## config.mk

```make
export PLATFORM = sky130hd
export DESIGN_NAME = pwm_ramp_sequencer_flat
export DESIGN_NICKNAME = d
export VERILOG_FILES = /design/src/rtl/pwm_cmd_if.sv /design/src/rtl/pwm_ramp_sequencer.sv /design/src/flat_wrapper.sv
export SDC_FILE = /design/constraint.sdc
export NUM_CORES = 1
export LEC_CHECK = 0
export BUFFER_PORTS_ARGS = -buffer_cell sky130_fd_sc_hd__buf_2
export CAP_MARGIN = 10
export CORE_MARGIN = 2
export CORE_UTILIZATION = 35
export DETAILED_ROUTE_END_ITERATION = 6
export SYNTH_ARGS = -nofsm -noshare
export SYNTH_HDL_FRONTEND = slang
export SYNTH_SLANG_ARGS = --single-unit
```

## constraint.sdc

```tcl
create_clock -name Clk -period 8 [get_ports Clk]
set_clock_uncertainty 0.1 [all_clocks]
set_input_delay 2.4 -clock Clk [delete_from_list [all_inputs] [get_ports Clk]]
set_output_delay 2.4 -clock Clk [all_outputs]
set_load 0.02 [all_outputs]
```

## src/rtl/pwm_cmd_if.sv

```systemverilog
// Register command bus between a bus master and the PWM ramp sequencer.
// One-cycle access: write data lands next edge, read data is registered.
interface pwm_cmd_if #(
  parameter int DATA_W = 16,
  parameter int ADDR_W = 2
);
  logic              CmdVal;
  logic              CmdRW;
  logic [ADDR_W-1:0] CmdAddr;
  logic [DATA_W-1:0] CmdDataIn;
  logic [DATA_W-1:0] CmdDataOut;

  modport master (
    output CmdVal, CmdRW, CmdAddr, CmdDataIn,
    input  CmdDataOut
  );

  modport slave (
    input  CmdVal, CmdRW, CmdAddr, CmdDataIn,
    output CmdDataOut
  );
endinterface

```

## src/rtl/pwm_ramp_sequencer.sv

```systemverilog
// Programs and sequences a PWM period/duty generator: duty ramps toward a
// clamped target in STEP increments, with all updates landing on period ticks.
module pwm_ramp_sequencer #(
  parameter int DATA_W  = 16,
  parameter int ADDR_W  = 2,
  parameter int DWELL_W = 8
) (
  input  logic              Clk,
  input  logic              Reset,
  pwm_cmd_if.slave          cmd,
  output logic              PwmStart,
  output logic              PwmOE,
  output logic [DATA_W-1:0] PwmPeriod,
  output logic [DATA_W-1:0] PwmDuty,
  output logic              Busy,
  output logic              Done
);

  localparam logic [ADDR_W-1:0] A_CTRL   = ADDR_W'(0);
  localparam logic [ADDR_W-1:0] A_PERIOD = ADDR_W'(1);
  localparam logic [ADDR_W-1:0] A_TARGET = ADDR_W'(2);
  localparam logic [ADDR_W-1:0] A_RAMP   = ADDR_W'(3);

  typedef enum logic [1:0] {S_IDLE, S_RUN, S_RAMP} state_e;

  state_e              state_q, state_d;
  logic                en_q, oe_q;
  logic [DATA_W-1:0]   period_q, target_q;
  logic [7:0]          step_q;
  logic [DWELL_W-1:0]  dwell_q;
  logic [DATA_W-1:0]   cnt_q, cnt_d;
  logic [DATA_W-1:0]   cur_q, cur_d;
  logic [DWELL_W-1:0]  dw_q, dw_d;
  logic [DATA_W-1:0]   pwm_period_q, pwm_period_d;
  logic [DATA_W-1:0]   pwm_duty_q, pwm_duty_d;
  logic [DATA_W-1:0]   rdata_q, rdata_d;
  logic                done_q, done_d;

  logic                wr, rd, wr_ctrl, ctrl_on, ctrl_off, go, tick;
  logic [DATA_W-1:0]   eff_tgt;

  // Move one STEP toward the target, landing exactly on it rather than past it.
  function automatic logic [DATA_W-1:0] step_toward(
    input logic [DATA_W-1:0] cur,
    input logic [DATA_W-1:0] tgt,
    input logic [7:0]        step
  );
    logic [DATA_W-1:0] step_w;
    step_w = DATA_W'(step);
    if (step == 8'd0)
      return tgt;
    else if (tgt > cur)
      return ((tgt - cur) <= step_w) ? tgt : cur + step_w;
    else
      return ((cur - tgt) <= step_w) ? tgt : cur - step_w;
  endfunction

  assign wr       = cmd.CmdVal & cmd.CmdRW;
  assign rd       = cmd.CmdVal & ~cmd.CmdRW;
  assign wr_ctrl  = wr && (cmd.CmdAddr == A_CTRL);
  assign ctrl_on  = wr_ctrl & cmd.CmdDataIn[0];
  assign ctrl_off = wr_ctrl & ~cmd.CmdDataIn[0];
  assign go       = ctrl_on & cmd.CmdDataIn[2];

  assign eff_tgt  = (target_q > period_q) ? period_q : target_q;
  // Tick follows the applied period so a new PERIOD only takes hold at a boundary.
  assign tick     = (state_q != S_IDLE) &&
                    ((pwm_period_q == '0) || (cnt_q == pwm_period_q - DATA_W'(1)));

  always_comb begin
    state_d      = state_q;
    cnt_d        = cnt_q;
    cur_d        = cur_q;
    dw_d         = dw_q;
    pwm_period_d = pwm_period_q;
    pwm_duty_d   = pwm_duty_q;
    done_d       = 1'b0;
    rdata_d      = rdata_q;

    if (state_q != S_IDLE)
      cnt_d = tick ? '0 : cnt_q + DATA_W'(1);

    case (state_q)
      S_IDLE: begin
        cur_d = '0;
        if (ctrl_on) state_d = go ? S_RAMP : S_RUN;
      end
      S_RUN: begin
        if (go) state_d = S_RAMP;
      end
      S_RAMP: begin
        if (!go && tick) begin
          if (cur_q == eff_tgt) begin
            done_d  = 1'b1;
            state_d = S_RUN;
          end else if (dw_q == dwell_q) begin
            cur_d = step_toward(cur_q, eff_tgt, step_q);
            dw_d  = '0;
            if (cur_d == eff_tgt) begin
              done_d  = 1'b1;
              state_d = S_RUN;
            end
          end else begin
            dw_d = dw_q + DWELL_W'(1);
          end
        end
      end
      default: state_d = S_IDLE;
    endcase

    if (go) dw_d = '0;

    if (tick) begin
      pwm_period_d = period_q;
      pwm_duty_d   = cur_d;
    end

    // Disable wins over any ramp activity in the same cycle.
    if (ctrl_off) begin
      state_d      = S_IDLE;
      cnt_d        = '0;
      cur_d        = '0;
      dw_d         = '0;
      pwm_period_d = '0;
      pwm_duty_d   = '0;
      done_d       = 1'b0;
    end

    if (rd) begin
      case (cmd.CmdAddr)
        A_CTRL:   rdata_d = DATA_W'({(state_q == S_RAMP), 1'b0, oe_q, en_q});
        A_PERIOD: rdata_d = period_q;
        A_TARGET: rdata_d = target_q;
        A_RAMP:   rdata_d = DATA_W'({dwell_q, step_q});
        default:  rdata_d = '0;
      endcase
    end
  end

  always_ff @(posedge Clk) begin
    if (Reset) begin
      state_q      <= S_IDLE;
      en_q         <= 1'b0;
      oe_q         <= 1'b0;
      period_q     <= '0;
      target_q     <= '0;
      step_q       <= '0;
      dwell_q      <= '0;
      cnt_q        <= '0;
      cur_q        <= '0;
      dw_q         <= '0;
      pwm_period_q <= '0;
      pwm_duty_q   <= '0;
      rdata_q      <= '0;
      done_q       <= 1'b0;
    end else begin
      if (wr_ctrl) begin
        en_q <= cmd.CmdDataIn[0];
        oe_q <= cmd.CmdDataIn[1];
      end
      if (wr && (cmd.CmdAddr == A_PERIOD)) period_q <= cmd.CmdDataIn;
      if (wr && (cmd.CmdAddr == A_TARGET)) target_q <= cmd.CmdDataIn;
      if (wr && (cmd.CmdAddr == A_RAMP)) begin
        step_q  <= cmd.CmdDataIn[7:0];
        dwell_q <= cmd.CmdDataIn[8 +: DWELL_W];
      end
      state_q      <= state_d;
      cnt_q        <= cnt_d;
      cur_q        <= cur_d;
      dw_q         <= dw_d;
      pwm_period_q <= pwm_period_d;
      pwm_duty_q   <= pwm_duty_d;
      rdata_q      <= rdata_d;
      done_q       <= done_d;
    end
  end

  assign PwmStart       = en_q;
  assign PwmOE          = en_q & oe_q;
  assign PwmPeriod      = pwm_period_q;
  assign PwmDuty        = pwm_duty_q;
  assign Busy           = (state_q == S_RAMP);
  assign Done           = done_q;
  assign cmd.CmdDataOut = rdata_q;

endmodule

```

## src/flat_wrapper.sv

```systemverilog
// flat-port wrapper written by rule: the top's interface ports become plain ports
module pwm_ramp_sequencer_flat 
#(
  parameter int DATA_W  = 16,
  parameter int ADDR_W  = 2,
  parameter int DWELL_W = 8
)
  (Clk, Reset, PwmStart, PwmOE, PwmPeriod, PwmDuty, Busy, Done, cmd_CmdVal, cmd_CmdRW, cmd_CmdAddr, cmd_CmdDataIn, cmd_CmdDataOut);
  pwm_cmd_if #(.DATA_W(DATA_W), .ADDR_W(ADDR_W)) cmd_i ();
  input  logic Clk;
  input  logic Reset;
  output logic PwmStart;
  output logic PwmOE;
  output logic [DATA_W-1:0] PwmPeriod;
  output logic [DATA_W-1:0] PwmDuty;
  output logic Busy;
  output logic Done;
  input wire logic [$bits(cmd_i.CmdVal)-1:0] cmd_CmdVal;
  input wire logic [$bits(cmd_i.CmdRW)-1:0] cmd_CmdRW;
  input wire logic [$bits(cmd_i.CmdAddr)-1:0] cmd_CmdAddr;
  input wire logic [$bits(cmd_i.CmdDataIn)-1:0] cmd_CmdDataIn;
  output wire logic [$bits(cmd_i.CmdDataOut)-1:0] cmd_CmdDataOut;
  assign cmd_i.CmdVal = cmd_CmdVal;
  assign cmd_i.CmdRW = cmd_CmdRW;
  assign cmd_i.CmdAddr = cmd_CmdAddr;
  assign cmd_i.CmdDataIn = cmd_CmdDataIn;
  assign cmd_CmdDataOut = cmd_i.CmdDataOut;
  pwm_ramp_sequencer #(.DATA_W(DATA_W), .ADDR_W(ADDR_W), .DWELL_W(DWELL_W)) u_core (.Clk(Clk), .Reset(Reset), .cmd(cmd_i), .PwmStart(PwmStart), .PwmOE(PwmOE), .PwmPeriod(PwmPeriod), .PwmDuty(PwmDuty), .Busy(Busy), .Done(Done));
endmodule
```

==> results of run 1 <==
## registers in the layout, indices dropped and copies added (netlist names)
signal	flops
u_core.Done	1
u_core.cnt_q	16
u_core.PwmDuty	16
u_core.dwell_q	8
u_core.dw_q	8
u_core.cur_q	16
u_core.period_q	16
u_core.oe_q	1
u_core.target_q	16
u_core.step_q	8
u_core.PwmPeriod	16
u_core.cmd.CmdDataOut	16
u_core.PwmStart	1
u_core.state_q	2
## metal layers
layer  global-route usage (%)  routed length [µm]  vias up
met5                        0                   0        -
met4                     8.50                1230        0
met1                     29.9               16100     4933
li1                         -                   -     5018
met3                     3.71                1920       76
met2                     36.5               16400      354
## cell families (layout without fill, tap and decap cells)
logic type               Yosys count  after routing  share of synthesized area (%)
buffers and inverters            157            206                           6.09
adder cells (fa/ha/maj)           85             85                           10.3
flip-flops                       141            141                           26.5
AND/OR/NAND/NOR                  495            495                           21.7
multiplexers                      37             37                           4.21
XOR/XNOR                          99             99                           8.15
AO/OA/AOI/OAI                    382            382                           23.0
## what timing repair did
item / CTS / global route
resized for setup: 0 / 1
setup buffers: 0 / 9
endpoints found under the setup margin: 0 / 8
hold endpoints to repair: 0 / 0
## cell usage after synthesis (all sizes together), types with 11 or more instances
master  count
nand2     215
a21oi     149
dfxtp     141
nor2      117
inv        83
ha         81
xnor2      70
o21ai      65
clkbuf     51
a22oi      30
xor2       29
nand3      28
buf        23
mux2       23
nand4      23
a221oi     19
and3       18
nor3       18
a211oi     17
nand2b     15
nor4       14
o211ai     12
mux2i      11
## worst max-delay path, stage by stage, from the launching register on
cell	delay (ns)
sky130_fd_sc_hd__dfxtp_1	0.38
sky130_fd_sc_hd__inv_1	0.06
sky130_fd_sc_hd__ha_1	0.28
sky130_fd_sc_hd__nor2b_1	0.13
sky130_fd_sc_hd__o211ai_1	0.10
sky130_fd_sc_hd__a2111o_1	0.41
sky130_fd_sc_hd__a31oi_4	0.35
sky130_fd_sc_hd__mux2i_1	0.58
sky130_fd_sc_hd__inv_1	0.27
sky130_fd_sc_hd__ha_1	0.38
sky130_fd_sc_hd__nor2b_1	0.16
sky130_fd_sc_hd__o21a_1	0.23
sky130_fd_sc_hd__nor3_1	0.38
sky130_fd_sc_hd__xnor2_1	0.19
sky130_fd_sc_hd__ha_1	0.27
sky130_fd_sc_hd__a21oi_1	0.14
sky130_fd_sc_hd__o21ai_0	0.09
sky130_fd_sc_hd__o22a_1	0.22
sky130_fd_sc_hd__a2111oi_0	0.37
sky130_fd_sc_hd__and4_4	0.46
sky130_fd_sc_hd__nor3_1	0.11
sky130_fd_sc_hd__a2111oi_0	0.58
sky130_fd_sc_hd__a2111oi_0	0.18
sky130_fd_sc_hd__a41oi_1	0.28
sky130_fd_sc_hd__nor3_2	0.09
sky130_fd_sc_hd__or2_1	0.22
sky130_fd_sc_hd__and2_1	0.14
## cell type report
type	count	share of cell area, %
multi-input combinational	1098	60.2
inverter	83	2.61
sequential	141	23.7
clock buffer	19	3.63
clock inverter	12	1.33
timing repair buffer	92	4.46
tap	390	4.09
## through the flow
stage,utilization (%),hold WS [ns]
2_1_floorplan,-,0.342
3_3_place_gp,37.7,0.345
3_5_place_dp,37.7,0.353
4_1_cts,39.7,0.363
5_1_grt,40.0,0.390
6_report,40.0,0.354
## power by group
| group | leakage [nW] | internal [W] | switching, W |
|---|---|---|---|
| clock | 0.285 | 0.000492 | 0.000319 |
| combinational | 3.31 | 0.000206 | 0.000330 |
| sequential | 1.14 | 0.000717 | 0.0000156 |
| total | 4.74 | 0.00141 | 0.000665 |
## path summary, 6_finish.rpt
check / startpoint / end / depth (start not counted) / slack [ns]
max reg2reg: u_core.period_q[1]$_SDFFE_PP0P_ / u_core.Done$_SDFF_PP0_ / 26 / 0.72
max: u_core.period_q[1]$_SDFFE_PP0P_ / u_core.Done$_SDFF_PP0_ / 26 / 0.72
min reg2reg: u_core.PwmDuty[5]$_SDFFE_PP0P_ / u_core.PwmDuty[5]$_SDFFE_PP0P_ / 2 / 0.35
min: u_core.PwmDuty[5]$_SDFFE_PP0P_ / u_core.PwmDuty[5]$_SDFFE_PP0P_ / 2 / 0.35
==> impl.org, run 1 <==
** Power and ir drop
- Pwr Density :: 174 nW/µm²
- Summing internal, switching and leakage power gives ~0.0021 W.
- The worst-case IR drop observed on VDD is approximately 0.14 mV.
- Static Leak :: roughly 4.7 nW

** Detailed routing
- For this block, the initial DRC count from the detailed router was 1001.
- Dividing the detail-routed wire length by the instance count gives just under 20 µm.
- In the routed layout, each cell is associated on average with a via count of approximately 5.7.
- Number of nets still failing antenna checks after routing :: 0
- DRC violation count after routing :: 0
- Routed via count :: 10381
- The routed design has between 30 and 40 mm of wire.
- First-pass iteration count of the detailed router :: 6

** Placed design
- Detailed placement finished with a half-perimeter wire length of ~27 mm.
- Count of placed standard cells including taps :: about 1800
- The congestion estimate from routability-driven global placement came to 0.989.
- Setup slack after placement :: ~0.5 ns
- The count of buffers added on input and output ports is between 70 and 80.
- Once placement finished, the instance area stood at ~11000 µm².

** Synth
- Counting flops with an async set or reset pin after synthesis yields a share of 0%.
- The Yosys step of the flow raised 0 warnings.
- In this run, distinct cell masters in the synthesized netlist total 87.
- Yosys attributes the largest share of cell area to sky130_fd_sc_hd__dfxtp_1, sky130_fd_sc_hd__ha_1, sky130_fd_sc_hd__nand2_1, sky130_fd_sc_hd__a21oi_1, sky130_fd_sc_hd__xnor2_1.
- Number of flops mapped to enable cells by yosys :: 0
- Counting every instance in the synthesized netlist gives roughly 1400.
- Total of flip-flops plus latches after synthesis :: 141
- Sequential area share after synthesis :: between 20% and 30%
- Of the post-synthesis cell area, the dominant cell type holds between 20% and 30%.
- When the netlist entered floorplanning its net count stood at approximately 1500.
- In this run the mean area of a mapped cell was roughly 7.6 µm².
- Among all flip-flop cells after synthesis, the most frequent one is sky130_fd_sc_hd__dfxtp_1.
- Yosys top cell by area :: sky130_fd_sc_hd__dfxtp_1
- Summing every instance area after synthesis gives between 10000 and 15000 µm².

** Floorplan
- Die extent in x :: approximately 180 µm
- Io pins :: 74
- Once the floorplan was initialized, standard cells occupied 35.7% of the core.
- Die area :: between 30000 and 40000 µm²
- Num rows :: between 60 and 70
- From bottom edge to top edge, the die measures between 150 and 200 µm.
- The total area inside the core boundary comes to 29800 µm².

** Clock tree
- Clock sinks :: between 100 and 150
- Clock buffer depth :: 2
- Num CTS Buffers :: 17
- In this run, post-CTS hold repair placed 0 buffers.
- The clock tree synthesis step divided the H-tree into 4 levels.
- CTS placed an instance of sky130_fd_sc_hd__clkbuf_16 at the clock tree root.
- Post-CTS clock slew at the launch and capture registers of the worst setup and hold paths :: approximately 0.06 ns
- TritonCTS built the clock tree.
- Clock latency on the worst-skew pair, taken at its later pin, is 0.43 ns.

** Global route
- Entering global routing, the biggest net connects between 60 and 70 pins.
- Global routing finished with a remaining overflow of 0.
- The first global-routing pass estimated 55.8 mm of wire.
- Total track usage :: 22.5%
- Number of antenna violations at the first check in global routing :: 0
- The number of global-route vias before repair came to between 9000 and 10000.

** STA
- Crit path time final :: approximately 7.3 ns
- Worst slew margin :: approximately 28%
- The number of hold violations in the final report is 0.
- For the final routed database, the setup TNS stands at 0 ns.
- RSZ-0062 raised after global routing :: no
- Transition time at the pin with the least slew margin :: about 1.1 ns
- For this run, the top clock speed supported by timing is between 0.1 and 0.15 GHz.
- Total setup violations reported at the end of the flow :: 0
- After layout, the worst setup slack is ~0.72 ns.
- The max-slew violation count came to 0.
- After layout, the worst path uses approximately nine tenths of the clock period.

** Final layout
- The net count of the finished layout is approximately 1500.
- The post-route netlist has between 10% and 20% of its cells at a drive strength greater than 1.
- Summing all multi-input logic gate instances after layout gives ~7000 µm².
- The count of cells in the finished layout, fillers not included, comes to between 1500 and 2000.
- Synthesis-to-layout area growth :: 12.1%
- In the final layout, flip-flops and latches occupy ~2800 µm².
- The repair_antennas step left the layout with diodes totalling 0.
- Leaving out fill and tap cells, the most frequent cell in the layout is sky130_fd_sc_hd__nand2_1.
- Post-route cell area :: 11900 µm²
- The top cell types in the final layout, fill and taps aside, are sky130_fd_sc_hd__nand2_1, sky130_fd_sc_hd__a21oi_1, sky130_fd_sc_hd__dfxtp_1.
- Counting the fill cells in the layout gives ~3000.

** Worst setup path
- Element type at the critical path start :: flip-flop
- Highest net fanout along the worst path :: 13
- Capturing element type of the critical path :: flip-flop
- Worst setup path category :: reg -> reg
- STA puts the critical path data arrival time at 7.50 ns.
- At the worst endpoint, the required time is roughly 8.2 ns.

** Run
- Max-cap violations in this run came to 0.

** Hold path
- Hold Crit Class :: reg -> reg

** Run status
- Run status :: finished clean
Power figures use the tool's default switching activity.
==> inputs of run 2 (changes only) <==
Settings changed: PLACE_DENSITY set to 0.57.
Clock period 8 ns to 8.6 ns, I/O delays scaled along.
==> run 2 against run 1 <==
Compared with the run above: the flow now finishes with violations (DRC); sequential power down 7.0%; power decreased by 8.3%; maximum frequency fell by 6.1%; critical path depth stayed put; register-to-register slack improved by 0.13 ns; non-clock buffer count decreased by 10; highest routed layer unchanged.
==> impl.org, run 2 (synthesis results as in run 1) <==
** STA
- Worst slew margin :: 17.6% (-11 points)
- Hold Vio Cnt, Final :: 0 (unchanged)
- Transition time at the pin with the least slew margin :: 1.23 ns (+0.160 ns)
- Total setup violations reported at the end of the flow :: 0 (unchanged)
- Setup repair after global routing left no endpoint under its margin.
- The part of the cycle the worst path needs was 90.2% (-0.85 points).
- Slew Viols, Final :: 0 (unchanged)
- Crit path time final :: 7.76 ns (+0.473 ns)
- The upper clock frequency limit was 0.129 GHz (-6.1%).
- Final-layout setup total negative slack :: 0 ns (unchanged)

** Run status
- Violations in the final reports :: DRC
- Run status :: complete, but fails checks

** Worst setup path
- The data arrival time of the critical path came to 7.91 ns (+0.41 ns).
- CP required :: 8.76 ns (+0.54 ns)
- By startpoint and endpoint, the worst setup path is classified as reg -> reg.
- The worst setup path is launched from a flip-flop.
- The largest fanout on the critical path is 19 (+6).
- The worst setup path is captured at a flip-flop.

** Floorplan
- The overall die area is 31800 µm² (unchanged).
- Io pins :: 74 (unchanged)
- Num rows :: 63 (unchanged)
- Effective utilization at floorplan :: 35.7% (unchanged)
- The overall die width was 178 µm (unchanged).
- Area inside the core boundary :: 29800 µm² (unchanged)
- The floorplan die height is 178 µm (unchanged).

** Global route
- Via count of the first global-routing pass :: 9715 (-2.8%)
- Number of antenna violations at the first check in global routing :: 0 (unchanged)
- Largest net degree at the start of global routing :: 69 (unchanged)
- The residual overflow from global routing is 0 (unchanged).
- Total track usage :: 22.6% (+0.051 points)
- First-pass GRT wire length :: 55.8 mm (-0.11%)

** Clock tree
- Post-CTS clock slew at the launch and capture registers of the worst setup and hold paths :: 0.06 ns (about the same)
- The number of instances resized during post-cts repair was 0 (unchanged).
- The setup fix buffers added after clock tree synthesis is 0 (unchanged).
- The total clock buffers created by CTS came to 17 (unchanged).
- The number of buffers between clock root and the deepest sink was 2 (unchanged).
- Library cell used as clock root buffer :: sky130_fd_sc_hd__clkbuf_16
- The H-tree depth was 4 (unchanged).
- Clock tree from TritonCTS :: built
- The latest clock arrival within the worst-skew pair is 0.43 ns (about the same).
- The number of sinks handled by clock tree synthesis was 141 (unchanged).
- The number of hold buffers added after cts came to 0 (unchanged).

** Final layout
- Synthesis-to-layout area growth :: 11.1%
- # diodes :: 0 (unchanged)
- Total Nets Final :: 1530 (-0.65%)
- Leading cell types in the layout, fill and taps excluded :: sky130_fd_sc_hd__nand2_1, sky130_fd_sc_hd__a21oi_1, sky130_fd_sc_hd__dfxtp_1
- The storage element area was 2820 µm² (unchanged).
- The number of fillers in the final layout was 3143 (+2.0%).
- Fraction of layout instances using a drive strength above 1 :: 11.4% (-0.55 points)
- Most common library cell in the layout ignoring fill and taps :: sky130_fd_sc_hd__nand2_1
- Area taken by multi-input logic gates :: 7180 µm² (about the same)

** Placed design
- Buffers on Ports :: 73 (unchanged)
- The weighted congestion at the end of routability-driven global placement came to 0.923 (-6.7%).
- The HPWL after detailed placement came to 27.7 mm (+0.93%).

** Detailed routing
- Total wire length after detailed routing :: 35.8 mm (+0.32%)
- DRC violation count after routing :: 4 (+4)
- DRC marker count from the first detailed-route iteration :: 858 (-14%)
- Routed via count :: 10307 (-0.71%)
- Average wire per standard cell :: 19.6 µm (+0.82%)
- The via density per instance is 5.64 (-0.22%).
- The number of iterations in the first detailed-routing pass is 7 (+1).
- Number of nets still failing antenna checks after routing :: 0 (unchanged)

** Hold path
- Hold Crit Class :: reg -> reg

** Run
- The max capacitance violation total is 0 (unchanged).

** Power and ir drop
- The cell leakage power is 4.68 nW (-1.3%).
- Pwr Density :: 161 nW/µm² (-7.5%)
- The total power after layout was 0.00191 W (-8.3%).
- The worst supply voltage drop on vdd came to 0.149 mV (+3.2%).
==> run 2: routing by layer <==
metal	global-route usage, %	up-vias	share of wire (%)
met3	4.03	47	5.1
met4	6.44	0	1.9
met5	0	-	0
met2	37.2	296	47
met1	30.1	4970	46
li1	-	4994	-
==> run 2: layout make-up <==
type                    instances  area share, %
multi-input cells            1098           60.7
flip-flops and latches        141           23.9
well taps                     390           4.13
repair buffers                 82           3.69
clock buffers                  19           3.66
inverters                      83           2.63
clock inverters                13           1.31
==> run 2: per-stage QoR <==
step / hold WS, ns / cell area (µm²) / setup slack, ns / std cells / util (%)
2_1_floorplan: 0.342 / 10600 / 2.75 / 1396 / -
6_report: 0.357 / 11800 / 0.843 / 1826 / 39.7
3_5_place_dp: 0.347 / 11200 / 0.940 / 1793 / 37.7
3_3_place_gp: 0.347 / 11200 / 1.25 / 1793 / 37.7
4_1_cts: 0.356 / 11800 / 0.939 / 1825 / 39.7
5_1_grt: 0.368 / 11800 / 0.271 / 1826 / 39.7
==> run 2: where the power goes <==
group          internal (W)  leakage [nW]  switching, W
logic              0.000174          3.26      0.000306
registers          0.000667          1.14     0.0000148
clock network      0.000435         0.283      0.000310
==> run 2: critical path, stage by stage, from the launching register on <==
cell,delay (ns)
sky130_fd_sc_hd__dfxtp_1,0.38
sky130_fd_sc_hd__inv_1,0.06
sky130_fd_sc_hd__ha_1,0.28
sky130_fd_sc_hd__nor2b_1,0.13
sky130_fd_sc_hd__o211ai_1,0.09
sky130_fd_sc_hd__a2111o_1,0.41
sky130_fd_sc_hd__a31oi_4,0.63
sky130_fd_sc_hd__mux2i_1,0.63
sky130_fd_sc_hd__inv_1,0.29
sky130_fd_sc_hd__ha_1,0.39
sky130_fd_sc_hd__nor2b_1,0.16
sky130_fd_sc_hd__o21a_1,0.23
sky130_fd_sc_hd__nor3_1,0.46
sky130_fd_sc_hd__xnor2_1,0.13
sky130_fd_sc_hd__ha_1,0.31
sky130_fd_sc_hd__a21oi_1,0.07
sky130_fd_sc_hd__o21ai_0,0.17
sky130_fd_sc_hd__o22a_1,0.17
sky130_fd_sc_hd__a2111oi_0,0.07
sky130_fd_sc_hd__and4_4,0.26
sky130_fd_sc_hd__nor2_2,0.61
sky130_fd_sc_hd__a22oi_1,0.20
sky130_fd_sc_hd__a2111oi_0,0.60
sky130_fd_sc_hd__a41oi_1,0.26
sky130_fd_sc_hd__nor3_2,0.21
sky130_fd_sc_hd__or2_1,0.15
sky130_fd_sc_hd__a31oi_1,0.08
==> run 2: final timing paths <==
kind / from / to / slack, ns / depth (start not counted)
setup / recovery: u_core.period_q[1]$_SDFFE_PP0P_ / u_core.state_q[1]$_SDFFE_PP0P_ / 0.84 / 26
hold reg to reg: u_core.PwmDuty[5]$_SDFFE_PP0P_ / u_core.PwmDuty[5]$_SDFFE_PP0P_ / 0.36 / 2
setup reg to reg: u_core.period_q[1]$_SDFFE_PP0P_ / u_core.state_q[1]$_SDFFE_PP0P_ / 0.84 / 26
hold / removal: u_core.PwmDuty[5]$_SDFFE_PP0P_ / u_core.PwmDuty[5]$_SDFFE_PP0P_ / 0.36 / 2
==> inputs of run 3 (changes only) <==
Settings changed: CORE_UTILIZATION 35 to 44, PLACE_DENSITY 0.57 to not set, PLACE_DENSITY_LB_ADDON set to 0.05.
==> run 3 against run 2 <==
Compared with the run above: the run now ends clean; hold slack got worse by 0.0019 ns; utilization rose by 9.9 points; register-to-register slack got worse by 0.04 ns; clock power barely moved; power fell by 0.20%; clock-buffer cell count did not move; via count rose by 0.13%; combinational power barely moved; die area fell by 20%; critical path type unchanged; highest routed layer unchanged.
==> impl.org, run 3 (synthesis results as in run 1) <==
** Run status
- Run status :: finished clean

** STA
- Transition time at the pin with the least slew margin :: 1.26 ns (+0.0315 ns)
- Setup slack of the critical path after layout :: 0.805 ns (-0.0382 ns)
- Slew Viols, Final :: 0 (unchanged)
- Hold Vio Cnt, Final :: 0 (unchanged)
- The time the worst path needs with I/O delays and setup came to 7.80 ns (+0.0382 ns).
- Max Fclk :: 0.128 GHz (-0.49%)
- The max-slew headroom at the worst pin was 15.6% (-2.0 points).
- The sum of negative setup slack came to 0 ns (unchanged).
- Total setup violations reported at the end of the flow :: 0 (unchanged)
- Tightest hold margin :: 0.355 ns (-0.00189 ns)
- RSZ-0062 raised after global routing :: no
- Final Cycle Share :: 90.6% (+0.44 points)

** Final layout
- The number of nets in the final layout came to 1529 (-0.065%).
- Most common library cell in the layout ignoring fill and taps :: sky130_fd_sc_hd__nand2_1
- # diodes :: 0 (unchanged)
- Synthesis-to-layout area growth :: 10.1%
- Leaving out fill and tap cells, the most frequent cells in the layout are sky130_fd_sc_hd__nand2_1, sky130_fd_sc_hd__a21oi_1, sky130_fd_sc_hd__dfxtp_1.
- The fraction of final layout cells with drive strength greater than 1 was 11.4% (about the same).

** Clock tree
- Setup fix buffers added after clock tree synthesis :: 0 (unchanged)
- The number of hold buffers added after cts is 0 (unchanged).
- The total clock buffers created by CTS was 17 (unchanged).
- The root buffer cell chosen for the clock tree is sky130_fd_sc_hd__clkbuf_16.
- The latest clock arrival within the worst-skew pair was 0.43 ns (about the same).
- The number of buffers between clock root and the deepest sink came to 2 (unchanged).
- Clock sinks :: 141 (unchanged)
- The H-tree depth came to 4 (unchanged).
- Clock tree from TritonCTS :: built
- The clock input transition at the sequential cells of the worst setup and hold paths was 0.06 ns (about the same).
- The number of instances resized during post-cts repair was 0 (unchanged).

** Detailed routing
- The number of iterations in the first detailed-routing pass is 5 (-2).
- DRC marker count from the first detailed-route iteration :: 897 (+4.5%)
- The number of vias in the routed layout was 10320 (+0.13%).
- Total wire length after detailed routing :: 36.2 mm (+1.0%)
- DRC violation count after routing :: 0 (-4)
- The routed length per placed instance was 20.6 µm (+5.2%).
- The remaining number of nets flagged by the antenna check after routing is 0 (unchanged).
- Via-to-Cell Ratio :: 5.88 (+4.2%)

** Hold path
- Launch instance of the worst min-delay path :: u_core.PwmDuty[8]$_SDFFE_PP0P_
- Hold Crit Class :: reg -> reg

** Worst setup path
- Launch point of the worst reg-to-reg path :: u_core.period_q[7]$_SDFFE_PP0P_
- Most Frequent Cell on Critical Path :: sky130_fd_sc_hd__ha_1
- CP Data Arrival Time :: 8.04 ns (+0.13 ns)
- Crit path from :: u_core.period_q[7]$_SDFFE_PP0P_
- Capturing element type of the critical path :: flip-flop
- The largest fanout on the critical path was 19 (unchanged).
- The worst setup path is launched from a flip-flop.
- The data required time at the worst endpoint was 8.84 ns (+0.08 ns).
- Slowest stage delay, CP :: 0.79 ns (+0.16 ns)
- Among all stages on the critical path, the largest delay is contributed by sky130_fd_sc_hd__mux2i_1.
- Worst setup path category :: reg -> reg

** Global route
- Grt met1 use :: 44.1% (+14 points)
- Via count of the first global-routing pass :: 9597 (-1.2%)
- The number of antenna violations at the first check in global routing is 0 (unchanged).
- Total congestion overflow after global routing :: 0 (unchanged)
- Global-route met2 utilization :: 39.9% (+2.6 points)
- Peak-usage layer in the global routing report :: met1
- The largest net degree at the start of global routing is 69 (unchanged).
- Total track usage :: 28.3% (+5.8 points)
- Met3 layer usage reported by global route :: 4.32% (+0.30 points)
- The global-route wire length before repair was 57.1 mm (+2.4%).

** Power and ir drop
- The power per cell area was 162 nW/µm² (+0.72%).
- Share of power burned in the clock network :: 39.0% (about the same)
- The internal power was 0.00126 W (-1.1%).
- The sequential fraction of design power is 35.8% (about the same).
- Power, Total :: 0.00190 W (-0.20%)
- Power share of the combinational group :: 25.1% (about the same)
- Worst vdd rail ir drop :: 0.104 mV (-30%)
- The switching power share of the total is 33.7% (+0.63 points).
- Static Leak :: 4.67 nW (-0.19%)
- The switching component of the power is 0.000641 W (+1.7%).

** Placed design
- The number of port buffers was 73 (unchanged).
- Weighted congestion reported at the end of routability-driven placement :: 0.946 (+2.5%)
- The HPWL after detailed placement was 27.8 mm (+0.37%).
- The worst-case setup slack after placement was 0.972 ns (+0.0316 ns).

** Floorplan
- Vertical die dimension :: 160 µm (-11%)
- The effective utilization at floorplan was 45.1% (+9.4 points).
- The overall die width came to 160 µm (-11%).
- The area of the placeable core is 23600 µm² (-21%).
- Num rows :: 56 (-11%)
- The total I/O pin count was 74 (unchanged).
- Die area :: 25400 µm² (-20%)

** Run
- Max-cap violations :: 0 (unchanged)
==> run 3: cell count changes in the layout (fill, tap and decap cells not counted), sizes merged <==
| cell | previous run | this run |
|---|---|---|
| buf | 82 | 81 |
| bufinv | 2 | 1 |
| inv | 89 | 88 |
| clkinvlp | 2 | 3 |
| clkinv | 3 | 4 |
==> run 3: layout make-up <==
type                    instances  area, µm²
clock buffers                  19        453
clock inverters                13        133
fillers                      2425      11900
inverters                      83        312
multi-input cells            1098       7170
flip-flops and latches        141       2820
well taps                     319        399
repair buffers                 81        425
==> run 3: per-layer routing <==
metal / up-vias / share of wire [%]
met1: 4885 / 50
met3: 43 / 7.0
met4: 0 / 1.8
met2: 385 / 41
met5: - / 0
li1: 5007 / -
==> run 3: final timing paths <==
path | end | slack, ns | cells past startpoint
worst max-delay path | u_core.state_q[0]$_SDFFE_PP0P_ | 0.80 | 25
worst min-delay path | u_core.PwmDuty[8]$_SDFFE_PP0P_ | 0.35 | 2
worst max register to register | u_core.state_q[0]$_SDFFE_PP0P_ | 0.80 | 25
worst min register to register | u_core.PwmDuty[8]$_SDFFE_PP0P_ | 0.35 | 2
==> run 3: power groups by stage <==
| stage | combinational [W] | clock (W) | sequential [W] |
|---|---|---|---|
| floorplan | 0.000341 | 0 | 0.000701 |
| global placement | 0.000471 | 0 | 0.000696 |
| detailed placement | 0.000467 | 0 | 0.000696 |
| CTS | 0.000470 | 0.000750 | 0.000682 |
| global route | 0.000519 | 0.000776 | 0.000684 |
| finish | 0.000479 | 0.000743 | 0.000682 |
==> run 3: critical path, delay by kind of cell, from the launching register on <==
kind / cells / cell delay [ns]
xor+xnor: 1 / 0.14
simple gates: 6 / 1.70
flops: 1 / 0.41
fa+ha+maj: 3 / 1.04
mux: 1 / 0.79
compound gates: 12 / 3.08
buf+inv: 2 / 0.44
==> run 3: stage by stage <==
| stage | cell area [µm²] | util (%) | instances |
|---|---|---|---|
| floorplan | 10600 | - | 1396 |
| global placement | 11100 | 47.1 | 1722 |
| detailed placement | 11100 | 47.1 | 1722 |
| CTS | 11700 | 49.6 | 1754 |
| global route | 11700 | 49.6 | 1754 |
| finish | 11700 | 49.6 | 1754 |
